File: src/rtl/ls299.sv
// ls299: clk-domain model of an 8-bit universal shift/storage register with
// a shared three-state I/O bus. The chip clock pin is sampled and edge-detected
// on the system clock rather than used as a clock itself.
module ls299 (
   input  logic       clk,
   input  logic       reset,
   input  logic       cp,
   input  logic       n_mr,
   input  logic       s0,
   input  logic       s1,
   input  logic       n_oe1,
   input  logic       n_oe2,
   input  logic       ds0,
   input  logic       ds7,
   input  logic [7:0] io_in,
   output logic [7:0] io_out,
   output logic       io_oe,
   output logic       q0,
   output logic       q7
);

   logic [7:0] data_r;
   logic [7:0] data_nxt_s;
   logic       cp_prev_r;
   logic       cpe_s;

   // Rising edge of the sampled chip clock pin.
   assign cpe_s = cp & ~cp_prev_r;

   // Next register value: master clear has priority, then the mode selected on a chip clock edge.
   always_comb begin
      data_nxt_s = data_r;
      if (!n_mr) begin
         data_nxt_s = 8'h00;
      end else if (cpe_s) begin
         case ({s1, s0})
            2'b00:   data_nxt_s = data_r;
            2'b01:   data_nxt_s = {data_r[6:0], ds0};
            2'b10:   data_nxt_s = {ds7, data_r[7:1]};
            2'b11:   data_nxt_s = io_in;
            default: data_nxt_s = data_r;
         endcase
      end else begin
         data_nxt_s = data_r;
      end
   end

   // State registers; cp_prev resets high so a cp already high at release is not an edge.
   always_ff @(posedge clk or posedge reset) begin
      if (reset) begin
         data_r    <= 8'h00;
         cp_prev_r <= 1'b1;
      end else begin
         data_r    <= data_nxt_s;
         cp_prev_r <= cp;
      end
   end

   // Bus drive: both enables low and not in parallel-load mode (which listens to the bus).
   always_comb begin
      io_oe  = ~n_oe1 & ~n_oe2 & ~(s0 & s1);
      io_out = 8'hFF;
      if (io_oe) begin
         io_out = data_r;
      end else begin
         io_out = 8'hFF;
      end
   end

   // Serial outputs always reflect the end bits of the register.
   assign q0 = data_r[0];
   assign q7 = data_r[7];

endmodule

File: config.mk
export PLATFORM = sky130hd
export DESIGN_NAME = ls299
export DESIGN_NICKNAME = d
export VERILOG_FILES = /design/src/rtl/ls299.sv
export SDC_FILE = /design/constraint.sdc
export NUM_CORES = 1
export LEC_CHECK = 0
export BUFFER_PORTS_ARGS = -buffer_cell sky130_fd_sc_hd__clkbuf_2
export CAP_MARGIN = 20
export CORE_MARGIN = 8
export CORE_UTILIZATION = 44
export CTS_BUF_LIST = sky130_fd_sc_hd__clkbuf_16
export CTS_CLUSTER_DIAMETER = 80
export CTS_CLUSTER_SIZE = 14
export DETAILED_ROUTE_END_ITERATION = 10
export GPL_ROUTABILITY_DRIVEN = 0
export PLACE_DENSITY = 0.78
export SETUP_SLACK_MARGIN = 0.15
export SKIP_LAST_GASP = 1
export SYNTH_ARGS = -nofsm -noshare
export SYNTH_HDL_FRONTEND = slang
export SYNTH_SLANG_ARGS = --single-unit
File: constraint.sdc
create_clock -name clk -period 1.5 [get_ports clk]
set_input_delay 0.075 -clock clk [delete_from_list [all_inputs] [get_ports clk]]
set_output_delay 0.075 -clock clk [all_outputs]
set_load 0.005 [all_outputs]
==> results.cfg, run 1 <==
[setup_path]
path_max_fanout = 10
crit_buf_inv = 2
r2r_slack_ns = 0.39
arrival_ns = 1.06
end_kind = primary output
critical_path_class = in -> out
crit_path_start_kind = input pin
crit_chain = clkbuf_2 > a211oi_4 > nand2b_1 > clkbuf_2
slowest_delay_ns = 0.50
crit_top_cell = clkbuf_2
crit_path_top_delay_cell = a211oi_4
critical-path-top-delay-family = compound AO/OA/AOI/OAI gates
critPathRequiredTime_ns = 1.42

[timing]
post-route-period-util_pct = 75.6
grt_setup_unrepaired = no
max_slew_margin_pct = 68.7
tightest_slew_ns = 0.465
max_clock_freq_ghz = 0.882
hold_slack_ns = 0.221
setup_violations = 0
finalHoldViolations = 0
slew_violations = 0
post-route-min-period_ns = 1.13
skew_ns = 0.00152
fin_setup_tns_ns = 0

[yosys]
synth_warnings = 0
synth_area_um2 = 603
syn_nets = 77
ys_top_cells_by_area = dfrtp_1, mux2i_1, a22o_1
avgSynthCellArea_um2 = 10.2
synth_top_area_cell = dfrtp_1
yosysSeqAreaShare_pct = 37.6
synth-edff-count = 0
synthFlopType = dfrtp_1
synth_top_area_share_pct = 33.2
ys_types = 16
synth_cells = 59
async_flop_share_pct = 100
ys_ff_latch = 9

[cts]
cts_buffer_depth = 2
clk_pin_slew_ns = 0.04
cts_tree = done
cts.repair.resized = 0
insertion_delay_ns = 0.23
cts_made_buffers = 3
htreeDepth = 1
cts_root_buf = clkbuf_16
clock_sinks = 9

[power]
power_density_mw_per_mm2 = 1020
peakVddDrop_mv = 0.780
p_leak_nw = 0.441

[drt]
initialDrtViolationCount = 10
vias = 562
wl_um = 1540
drt_first_pass_iters = 4
drc = 0
wl_per_cell_um = 14.5
via_per_inst = 5.30
antenna_left = 0

[grt]
gr-usage-all-layers_pct = 12.4
antenna_found_initial = 0
overflow = 0
grt_pass1_wl_um = 2490
grt_pass1_vias = 533
grt_max_degree = 17

[place]
port_buffers = 28
dpl_cell_area_um2 = 746
place_inst = 100

[floorplan]
ios = 29
dieWidth_um = 53.0
initial_core_util_pct = 46.9
dieArea_mm2 = 0.00281
core_area_mm2 = 0.00128
core.rowCount = 13
die_y_um = 53.0

[layout]
diodes = 0
stdcell_count = 106
drive_above_1_share_pct = 41.8
post-route-cell-area_um2 = 845
final_common_cell = clkbuf_2
area_growth_syn_to_layout_pct = 40.0
num-nets-final = 110

[job]
maxCapViolCount = 0

[worst_hold_path]
min_path_type = in -> reg

[run_status]
outcome = completed
[layout make-up]
class / count / area (µm²)
Clock buffer: 3 / 75.1
Tap cell: 15 / 18.8
Multi-Input combinational cell: 44 / 342
Clock inverter: 1 / 3.75
Inverter: 3 / 11.3
Sequential cell: 9 / 226
Timing Repair Buffer: 31 / 168
Fill cell: 115 / 440
[Yosys cell counts, types with 3 or more instances]
master / instances
nand2b_1: 8
mux2i_1: 8
dfrtp_1: 8
inv_1: 3
a22o_1: 7
a21oi_1: 8
nor2_1: 8
[tightest hold or removal path, cell delays in order]
cell and delay [ns]:
clkbuf_2 0.08, nor2_1 0.03, a21oi_1 0.10, a22o_1 0.13
[flip-flops by register name, summed over array words and instances (netlist names)]
register   cells
data_r         8
cp_prev_r      1
[power breakdown]
part           leakage [nW]  switching (mW)  internal, mW
registers             0.120          0.0102         0.255
clock network        0.0423           0.113         0.348
logic                 0.278          0.0680        0.0677
total                 0.441           0.192         0.671
[logic make-up after synthesis]
kind of cell,after synthesis,synth area share [%]
AND/OR/NAND/NOR,18,18.7
flip-flops,9,37.6
buffers and inverters,6,5.81
AO/OA/AOI/OAI,18,24.7
multiplexers,8,13.3
[metrics by stage]
| step | total power, mW | worst slack [ns] | utilization [%] |
|---|---|---|---|
| finish | 0.862 | 0.366 | 65.7 |
| global route | 0.908 | 0.274 | 65.7 |
| CTS | 0.879 | 0.358 | 65.7 |
| detailed placement | 0.401 | 0.317 | 58.0 |
| global placement | 0.398 | 0.338 | 58.0 |
| floorplan | 0.351 | 0.439 | - |
[final timing paths]
path	cells after the start	startpoint	to
worst max register to register	2	cp_prev_r	data_r[0]
worst min register to register	1	data_r[5]	data_r[5]
max in group asynchronous	3	reset	cp_prev_r
worst min-delay path	4	ds0	data_r[0]
worst max-delay path	4	s0	io_out[4]
min in group asynchronous	3	reset	data_r[5]
[what timing repair did]
action,4_1_cts,5_1_grt
endpoints found under the hold margin,9,0
hold buffers,2,0
buffers inserted,0,0
[layer usage]
layer / wire length [µm] / GRT usage (%)
met1: 590 / 13.1
met2: 766 / 18.9
met3: 147 / 5.60
met4: 34 / 9.05
met5: 0 / 0
Note: power is estimated with default switching activity, not from simulation.
==> run 2: changes to the inputs <==
Settings changed: ABC_AREA set to 1, CORE_UTILIZATION 44 to 46.
Clock period 1.5 ns to 1.05 ns, I/O delays scaled along.
==> results.cfg, run 2 <==
[run_status]
outcome = completed

[cts]
clock_sinks = 9
cts_tree = done
cts_made_buffers = 3
insertion_delay_ns = 0.24
clk_pin_slew_ns = 0.04
cts_buffer_depth = 2
cts_root_buf = clkbuf_16
htreeDepth = 1

[grt]
met2_usage_pct = 26.2
grt.busiest_layer = met2
grt_pass1_vias = 764
antenna_found_initial = 0
met3_usage_pct = 1.63
grt_pass1_wl_um = 3320
overflow = 0
grt_max_degree = 17
met1_usage_pct = 17.1
gr-usage-all-layers_pct = 15.0

[place]
port_buffers = 28
dp_hpwl_um = 1410

[drt]
via_per_inst = 5.32
wl_um = 2240
initialDrtViolationCount = 20
drc = 0
wl_per_cell_um = 15.2
antenna_left = 0
drt_first_pass_iters = 4
vias = 782

[timing]
tightest_slew_ns = 0.366
grt_setup_unrepaired = yes
post-route-min-period_ns = 1.02
fin_setup_tns_ns = 0
slew_violations = 0
finalHoldViolations = 0
skew_ns = 0.00137
setup_violations = 0
post-route-period-util_pct = 97.4
hold_slack_ns = 0.153
max_clock_freq_ghz = 0.977
max_slew_margin_pct = 75.6

[yosys]
synth_xor_area_share_pct = 0
avgSynthCellArea_um2 = 7.80
synth_top_area_share_pct = 28.8
synthMuxAreaShare_pct = 0
ys_ff_latch = 9
synth_top_family_by_area = simple AND/OR/NAND/NOR gates
synth-edff-count = 0
syn_nets = 107
synth_top_area_cell = dfrtp_1
ys_top_cells_by_area = dfrtp_1, nand3_1, nand2_1
synth_warnings = 0
synth-simple-area-share_pct = 55.3
synthFlopType = dfrtp_1
synth_area_um2 = 694
yosysSeqAreaShare_pct = 32.6
synthAdderAreaFrac_pct = 0
yosys-top-cells-count = nand3_1, nand2_1, dfrtp_1, or2_1, inv_1
synth_compound_area_share_pct = 2.34
synth_cells = 89
yosysMostFrequentCell = nand3_1
ys_types = 14
async_flop_share_pct = 100

[layout]
drive_above_1_share_pct = 41.2
regMostFlops = data_r
area_growth_syn_to_layout_pct = 47.4
largest_reg_flops = 8
fillers = 113
top_regs = data_r: 8 flops, cp_prev_r: 1 flops
final_cell_mix = nand3_1, clkbuf_2, nand2_1, buf_4
final_common_cell = nand3_1
num-nets-final = 150
diodes = 0

[floorplan]
ios = 29
initial_core_util_pct = 47.8
die_y_um = 54.9
core_area_mm2 = 0.00145
dieArea_mm2 = 0.00301
core.rowCount = 14
dieWidth_um = 54.9

[worst_hold_path]
min_delay_path_depth = 5
min_path_type = in -> reg

[setup_path]
end_kind = primary output
r2r_cells = 5
crit_buf_inv = 1
crit_chain = or2_1 > buf_2
crit_path_start_kind = flop
critPathRequiredTime_ns = 1.00
arrival_ns = 0.97
crit_path_top_delay_cell = dfrtp_1
critical-path-top-delay-family = flip-flops
path_max_fanout = 2
cp_num_cells = 2
critical_path_class = reg -> out
slowest_delay_ns = 0.38

[job]
maxCapViolCount = 0

[power]
p_leak_nw = 0.566
power_density_mw_per_mm2 = 1230
peakVddDrop_mv = 0.704
[run 2: cell count changes in the layout (fill, tap and decap cells not counted), moves of 3 or more]
cell,previous run,this run
nand2b_1,8,0
a21oi_1,8,0
or2_1,0,8
nand2_1,0,21
buf_4,1,10
nand2_2,0,3
nand3_1,0,32
a22o_1,7,0
nor2_1,8,1
mux2i_1,8,0
[run 2: per-stage QoR]
step / area [µm²] / util, % / power (mW) / cells / setup WS, ns
after floorplan: 694 / - / 0.499 / 89 / 0.114
after global placement: 835 / 57.4 / 0.564 / 131 / 0.0748
after detailed placement: 835 / 57.4 / 0.569 / 131 / 0.0468
after CTS: 1000 / 68.8 / 1.25 / 145 / 0.0417
after global routing: 1020 / 70.4 / 1.30 / 147 / 0.0110
final: 1020 / 70.4 / 1.26 / 147 / 0.0268
[run 2: worst paths after layout]
check                                from   endpoint  slack, ns
worst max-delay path            data_r[7]  io_out[7]       0.03
worst min-delay path                  ds0  data_r[0]       0.15
worst max register to register  cp_prev_r  data_r[6]       0.05
worst min register to register  data_r[5]  data_r[5]       0.62
max in group asynchronous           reset  cp_prev_r       0.43
min in group asynchronous           reset  data_r[6]       0.31
[run 2: what timing repair did]
action | CTS | global route
endpoints found under the hold margin | 9 | 0
gates cloned | 1 | 0
gates resized for setup | 1 | 5
hold buffers | 2 | 0
buffers inserted | 7 | 2
pin swaps | 4 | 5
endpoints found under the setup margin | 16 | 18
[run 2: kinds of logic (layout without fill, tap and decap cells)]
kind of cell | count (synthesis) | after routing
AND/OR/NAND/NOR | 69 | 70
buffers and inverters | 10 | 51
flip-flops | 9 | 9
AO/OA/AOI/OAI | 1 | 1
[run 2: area by class of cell]
cell class              count  area, µm²  share of cell area (%)
flip-flops and latches      9        226                    22.1
inverters                   6       32.5                    3.18
clock inverters             1       3.75                   0.367
clock buffers               3       75.1                    7.33
multi-input cells          71        419                    41.0
repair buffers             41        246                    24.1
well taps                  16       20.0                    1.96
[run 2: worst reg2reg max path, cell delays in order (launching register included)]
cell and delay, ns:
dfstp_2 0.57, nor2_8 0.06, nand2_8 0.10, nor2_8 0.05
nand2_2 0.06, nand2_1 0.04
[run 2: metal layers]
layer / up-vias / part of all wire [%]
met2: 34 / 50
met1: 361 / 40
li1: 378 / -
met5: - / 0
met3: 9 / 7.1
met4: 0 / 3.4
[run 2: power breakdown]
group | total [mW] | switching, mW | internal, mW
Sequential | 0.366 | 0.00723 | 0.359
Clock | 0.664 | 0.166 | 0.497
Combinational | 0.230 | 0.131 | 0.0987
